--- config.mk ---
export PLATFORM = sky130hd
export DESIGN_NAME = mem_client_port
export DESIGN_NICKNAME = d
export VERILOG_FILES = /design/src/rtl/mem_client_port.sv
export SDC_FILE = /design/constraint.sdc
export NUM_CORES = 1
export LEC_CHECK = 0
export CAP_MARGIN = 0
export CORE_MARGIN = 1
export CORE_UTILIZATION = 34
export DETAILED_ROUTE_END_ITERATION = 7
export PLACE_DENSITY_LB_ADDON = 0.25
export SLEW_MARGIN = 20
export SYNTH_ARGS = -nofsm -noshare
export SYNTH_HDL_FRONTEND = slang
export SYNTH_SLANG_ARGS = --single-unit
--- constraint.sdc ---
create_clock -name clk -period 5 [get_ports clk]
set_clock_uncertainty 0.2 [all_clocks]
set_input_delay 0.75 -clock clk [delete_from_list [all_inputs] [get_ports clk]]
set_output_delay 0.75 -clock clk [all_outputs]
set_load 0.01 [all_outputs]
--- src/rtl/mem_client_port.sv ---
// Client-side endpoint of the shared-memory arbitration protocol: queues engine
// requests for the arbiter and routes this client's broadcast read data back.
module mem_client_port #(
    parameter int CLIENT_ID   = 1,
    parameter int NUM_CLIENTS = 4,
    parameter int FIFO_DEPTH  = 4,
    parameter int MAX_OUT     = 4
) (
    input  logic                   clk,
    input  logic                   rst_,
    input  logic                   req_valid,
    output logic                   req_ready,
    input  logic [16:0]            req_addr,
    input  logic [31:0]            req_wrdata,
    input  logic [3:0]             req_op,
    output logic                   rsp_valid,
    output logic [31:0]            rsp_data,
    output logic [16:0]            rsp_addr,
    output logic                   arb_rts,
    input  logic                   arb_rtr,
    output logic [16:0]            arb_addr,
    output logic [31:0]            arb_wrdata,
    output logic [3:0]             arb_op,
    input  logic [31:0]            bcast_data,
    input  logic [NUM_CLIENTS-1:0] bcast_xfc,
    output logic                   idle,
    output logic                   err_unexpected
);

    localparam int PW = $clog2(FIFO_DEPTH);
    localparam int CW = PW + 1;
    localparam int TW = $clog2(MAX_OUT);
    localparam int OW = TW + 1;
    localparam logic [3:0] OP_FULL_WRITE = 4'b1111;

    logic [16:0]   fifoAddr_q [FIFO_DEPTH];
    logic [31:0]   fifoData_q [FIFO_DEPTH];
    logic [3:0]    fifoOp_q   [FIFO_DEPTH];
    logic [PW-1:0] rdPtr_q, rdPtr_d;
    logic [PW-1:0] wrPtr_q, wrPtr_d;
    logic [CW-1:0] count_q, count_d;

    logic [16:0]   tagAddr_q [MAX_OUT];
    logic [TW-1:0] tagRd_q, tagRd_d;
    logic [TW-1:0] tagWr_q, tagWr_d;
    logic [OW-1:0] outCnt_q, outCnt_d;

    logic          rspValid_q, rspValid_d;
    logic [31:0]   rspData_q, rspData_d;
    logic [16:0]   rspAddr_q, rspAddr_d;
    logic          errUnexp_q, errUnexp_d;

    logic          empty, full, atLimit, headWantsRsp;
    logic          push, xfer, tagPush, tagPop, rspHit;
    logic [16:0]   headAddr;
    logic [31:0]   headData;
    logic [3:0]    headOp;
    logic          unusedXfcBits;

    function automatic logic [PW-1:0] incFifoPtr(input logic [PW-1:0] p);
        return (p == PW'(FIFO_DEPTH - 1)) ? '0 : p + PW'(1);
    endfunction

    function automatic logic [TW-1:0] incTagPtr(input logic [TW-1:0] p);
        return (p == TW'(MAX_OUT - 1)) ? '0 : p + TW'(1);
    endfunction

    // Only this client's bit of the broadcast vector matters; the rest are consumed here.
    assign unusedXfcBits = ^bcast_xfc;

    assign empty        = (count_q == '0);
    assign full         = (count_q == CW'(FIFO_DEPTH));
    assign headAddr     = fifoAddr_q[rdPtr_q];
    assign headData     = fifoData_q[rdPtr_q];
    assign headOp       = fifoOp_q[rdPtr_q];
    assign headWantsRsp = (headOp != OP_FULL_WRITE);
    assign atLimit      = (outCnt_q == OW'(MAX_OUT));

    // Full writes may still go out when the response window is saturated.
    assign arb_rts    = !empty && !(headWantsRsp && atLimit);
    assign arb_addr   = empty ? '0 : headAddr;
    assign arb_wrdata = empty ? '0 : headData;
    assign arb_op     = empty ? '0 : headOp;

    assign req_ready = !full;
    assign push      = req_valid && !full;
    assign xfer      = arb_rts && arb_rtr;
    assign tagPush   = xfer && headWantsRsp;
    assign rspHit    = bcast_xfc[CLIENT_ID];
    assign tagPop    = rspHit && (outCnt_q != '0);

    assign idle           = empty && (outCnt_q == '0);
    assign rsp_valid      = rspValid_q;
    assign rsp_data       = rspData_q;
    assign rsp_addr       = rspAddr_q;
    assign err_unexpected = errUnexp_q;

    always_comb begin
        rdPtr_d    = rdPtr_q;
        wrPtr_d    = wrPtr_q;
        tagRd_d    = tagRd_q;
        tagWr_d    = tagWr_q;
        count_d    = count_q + CW'(push) - CW'(xfer);
        outCnt_d   = outCnt_q + OW'(tagPush) - OW'(tagPop);
        rspValid_d = tagPop;
        rspData_d  = rspData_q;
        rspAddr_d  = rspAddr_q;
        errUnexp_d = errUnexp_q || (rspHit && (outCnt_q == '0));

        if (push)    wrPtr_d = incFifoPtr(wrPtr_q);
        if (xfer)    rdPtr_d = incFifoPtr(rdPtr_q);
        if (tagPush) tagWr_d = incTagPtr(tagWr_q);
        // Responses come back in transfer order, so the tag head names this one.
        if (tagPop) begin
            tagRd_d   = incTagPtr(tagRd_q);
            rspData_d = bcast_data;
            rspAddr_d = tagAddr_q[tagRd_q];
        end
    end

    always_ff @(posedge clk) begin
        if (push) begin
            fifoAddr_q[wrPtr_q] <= req_addr;
            fifoData_q[wrPtr_q] <= req_wrdata;
            fifoOp_q[wrPtr_q]   <= req_op;
        end
        if (tagPush) begin
            tagAddr_q[tagWr_q] <= headAddr;
        end
    end

    always_ff @(posedge clk or negedge rst_) begin
        if (!rst_) begin
            rdPtr_q    <= '0;
            wrPtr_q    <= '0;
            count_q    <= '0;
            tagRd_q    <= '0;
            tagWr_q    <= '0;
            outCnt_q   <= '0;
            rspValid_q <= 1'b0;
            rspData_q  <= '0;
            rspAddr_q  <= '0;
            errUnexp_q <= 1'b0;
        end else begin
            rdPtr_q    <= rdPtr_d;
            wrPtr_q    <= wrPtr_d;
            count_q    <= count_d;
            tagRd_q    <= tagRd_d;
            tagWr_q    <= tagWr_d;
            outCnt_q   <= outCnt_d;
            rspValid_q <= rspValid_d;
            rspData_q  <= rspData_d;
            rspAddr_q  <= rspAddr_d;
            errUnexp_q <= errUnexp_d;
        end
    end

endmodule

==> impl_metrics.tcl <==
set metrics [dict create \
    status "completed" \
    synth_top_area_share_pct 63.84 \
    p_leak_nw 5.788 \
    start_util_pct 34.72 \
    via_per_inst 4.627 \
    worst-slew-pin-transition_ns 0.9324 \
    crit_chain "buf_4 -> mux4_2 -> and2_1 -> clkdlybuf4s50_1" \
    crit_type "reg -> out" \
    wire_per_inst_um 19.15 \
    rsz0062_at_grt "false" \
    drv_cap 0 \
    critPathLaunch "rdPtr_q[0]$_DFFE_PN0N_" \
    drc 0 \
    htreeDepth 2 \
    critPathBufInv 2 \
    min_from "err_unexpected$_DFF_PN0_" \
    p_per_area_mw_per_mm2 622.2 \
    synth_top_area_cell "edfxtp_1" \
    netlist_area_mm2 0.01317 \
    nNetsFinal 947 \
    peakVddDrop_uv 293.8 \
    drive_above_1_share_pct 23.07 \
    cp.arrival_ns 3.05 \
    cp_data_required_time_ns 4.05 \
    rows 71 \
    crit_slowest_cell "dfrtp_4" \
    synth_fp_nets 722 \
    ys_seq_area_share_pct 76.19 \
    synth-seq-cells 345 \
    syn_area_per_cell_um2 21.49 \
    clkTransAtPathRegs_ns 0.06 \
    antenna_left 0 \
    wl_um 26410 \
    cts_tree "yes" \
    synth_cell_types 26 \
    clkSinkCount 345 \
    area_growth_pct 28.59 \
    gp_congestion 0.6890 \
    place_hpwl_um 16800 \
    die_h_um 198.8 \
    worst-path-max-fanout 23 \
    reg2reg_from "rdPtr_q[0]$_DFFE_PN0N_" \
    synth_area_leaders "edfxtp_1 64%, dfrtp_1 12%, mux4_2 12%" \
    grt.total_usage_pct 13.81 \
    vias 6380 \
    fmax_ghz 0.2498 \
    antenna_found_initial 2 \
    netlist_instances 613 \
    grt_max_degree 53 \
    clk_latency_ns 0.54 \
    dr.first_iter.drc_count 243 \
    cts_root_buf "clkbuf_16" \
    finalNonFillerCells 1379 \
    port_buffers 196 \
    utilization_pct 44.65 \
    dpl.cell_count 1307 \
    finalHoldViolCount 0 \
    cpLargestDelayFamily "buffers and inverters" \
    finalPower_mw 10.54 \
    tns_ns 0 \
    finalSetupViolCount 0 \
    grt_pass1_wl_um 40210 \
    start_kind "flip-flop" \
    period_needed_ns 4.003 \
    yosys_warnings 0 \
    core-area_mm2 0.03793 \
    slew-limit-headroom_pct 37.84 \
    max_stage_delay_ns 0.73 \
    gr-total-overflow 0 \
    grt_pass1_vias 6822 \
    die_area_mm2 0.03953 \
    ios 200 \
    fin_crit_sh_pct 80.07 \
    slew_viol_final 0 \
    critPathCaptureType "output pin" \
    die_w_um 198.8 \
    cts_buffer_depth 3 \
    dr.pass1.iters 4 \
    hp-class "reg -> reg" \
    numCtsBuffers 39 \
]
## through the flow
step,cell area (µm²),hold WS [ns],worst slack [ns]
final,16940,0.2605,0.9967
after CTS,16940,0.2648,0.8714
after global placement,15770,0.2527,1.439
after global routing,16940,0.2796,0.7895
after detailed placement,15770,0.2515,1.431
after floorplan,13170,0.2544,2.112
## layout make-up
| cell class | instances | area [µm²] |
|---|---|---|
| Fill cell | 3338 | 21000 |
| Sequential cell | 345 | 10040 |
| Multi-Input combinational cell | 227 | 2968 |
| Timing Repair Buffer | 212 | 2079 |
| Clock buffer | 59 | 1101 |
| Tap cell | 511 | 639.4 |
| Clock inverter | 11 | 58.81 |
| Inverter | 13 | 48.80 |
| Antenna cell | 1 | 2.502 |
## cells in the final DEF (no fill, tap or decap)
master	count
a21o_1	2
a21oi_1	2
and2_1	59
and3_2	4
buf_2	1
buf_4	15
clkbuf_1	15
clkbuf_16	39
clkbuf_8	5
clkdlybuf4s50_1	195
clkinv_1	4
clkinv_2	4
clkinvlp_4	2
dfrtp_1	63
dfrtp_2	1
dfrtp_4	1
diode_2	1
dlygate4sd3_1	1
edfxtp_1	280
fa_1	2
ha_1	14
inv_1	13
inv_6	1
mux2_1	2
mux2_2	54
mux4_2	70
nand2_1	2
nand2b_2	1
nand4_1	1
nor2_1	4
nor3_1	3
nor3b_1	1
nor3b_4	1
or3_2	1
xnor2_1	3
xor2_1	1
## registers in the layout, indices dropped and copies added (netlist names)
signal	flops
count_q	3
wrPtr_q	2
fifoAddr_q	68
outCnt_q	3
fifoData_q	128
tagWr_q	2
tagAddr_q	68
err_unexpected	1
fifoOp_q	16
tagRd_q	2
rsp_valid	1
rsp_addr	17
rdPtr_q	2
rsp_data	32
## power breakdown
group	leakage (nW)	switching, mW	internal (mW)	total (mW)
clock	0.561	1.07	1.52	2.58
sequential	3.32	0.323	4.00	4.32
combinational	1.91	1.65	1.99	3.63
total	5.79	3.04	7.50	10.5
## cells by family (layout without fill, tap and decap cells)
family | Yosys count | after routing | share of synthesized area (%)
XOR/XNOR | 4 | 4 | 0.2660
multiplexers | 126 | 126 | 16.76
other | 0 | 1 | 0
AND/OR/NAND/NOR | 77 | 77 | 3.619
AO/OA/AOI/OAI | 4 | 4 | 0.1900
buffers and inverters | 41 | 295 | 1.349
adder cells (fa/ha/maj) | 16 | 16 | 1.634
flip-flops | 345 | 345 | 76.19
## path summary, 6_finish.rpt
path	to	slack [ns]	cells after the start
max in group asynchronous	rdPtr_q[0]$_DFFE_PN0N_	3.27	3
min	err_unexpected$_DFF_PN0_	0.26	1
max reg2reg	outCnt_q[2]$_DFF_PN0_	1.53	10
min reg2reg	err_unexpected$_DFF_PN0_	0.26	1
min in group asynchronous	rsp_data[26]$_DFFE_PN0P_	0.53	2
max	arb_addr[0]	1.0	4
## metal layers
| metal | share of wire, % | global-route usage (%) | wire length (µm) |
|---|---|---|---|
| met1 | 41 | 16.48 | 10880 |
| met2 | 48 | 22.87 | 12690 |
| met3 | 8.7 | 4.968 | 2305 |
| met4 | 2.0 | 5.157 | 525 |
| met5 | 0.049 | 0 | 13 |
## synth_stat cells, drive strengths merged
cell type and number:
mux4 70, buf 15, mux2 56, nand2b 1, nand4 1, xnor2 3
or3 1, inv 13, nor3b 2, ha 14, and3 4, edfxtp 280
a21o 2, nor3 3, nor2 4, fa 2, dfrtp 65, a21oi 2
clkbuf 13, nand2 2, and2 59, xor2 1
## repair_timing
action,4_1_cts,5_1_grt
hold buffers,1,0
hold endpoints to repair,23,0
gates resized for setup,0,0
setup buffers,0,0
Note: power is estimated with default switching activity, not from simulation.
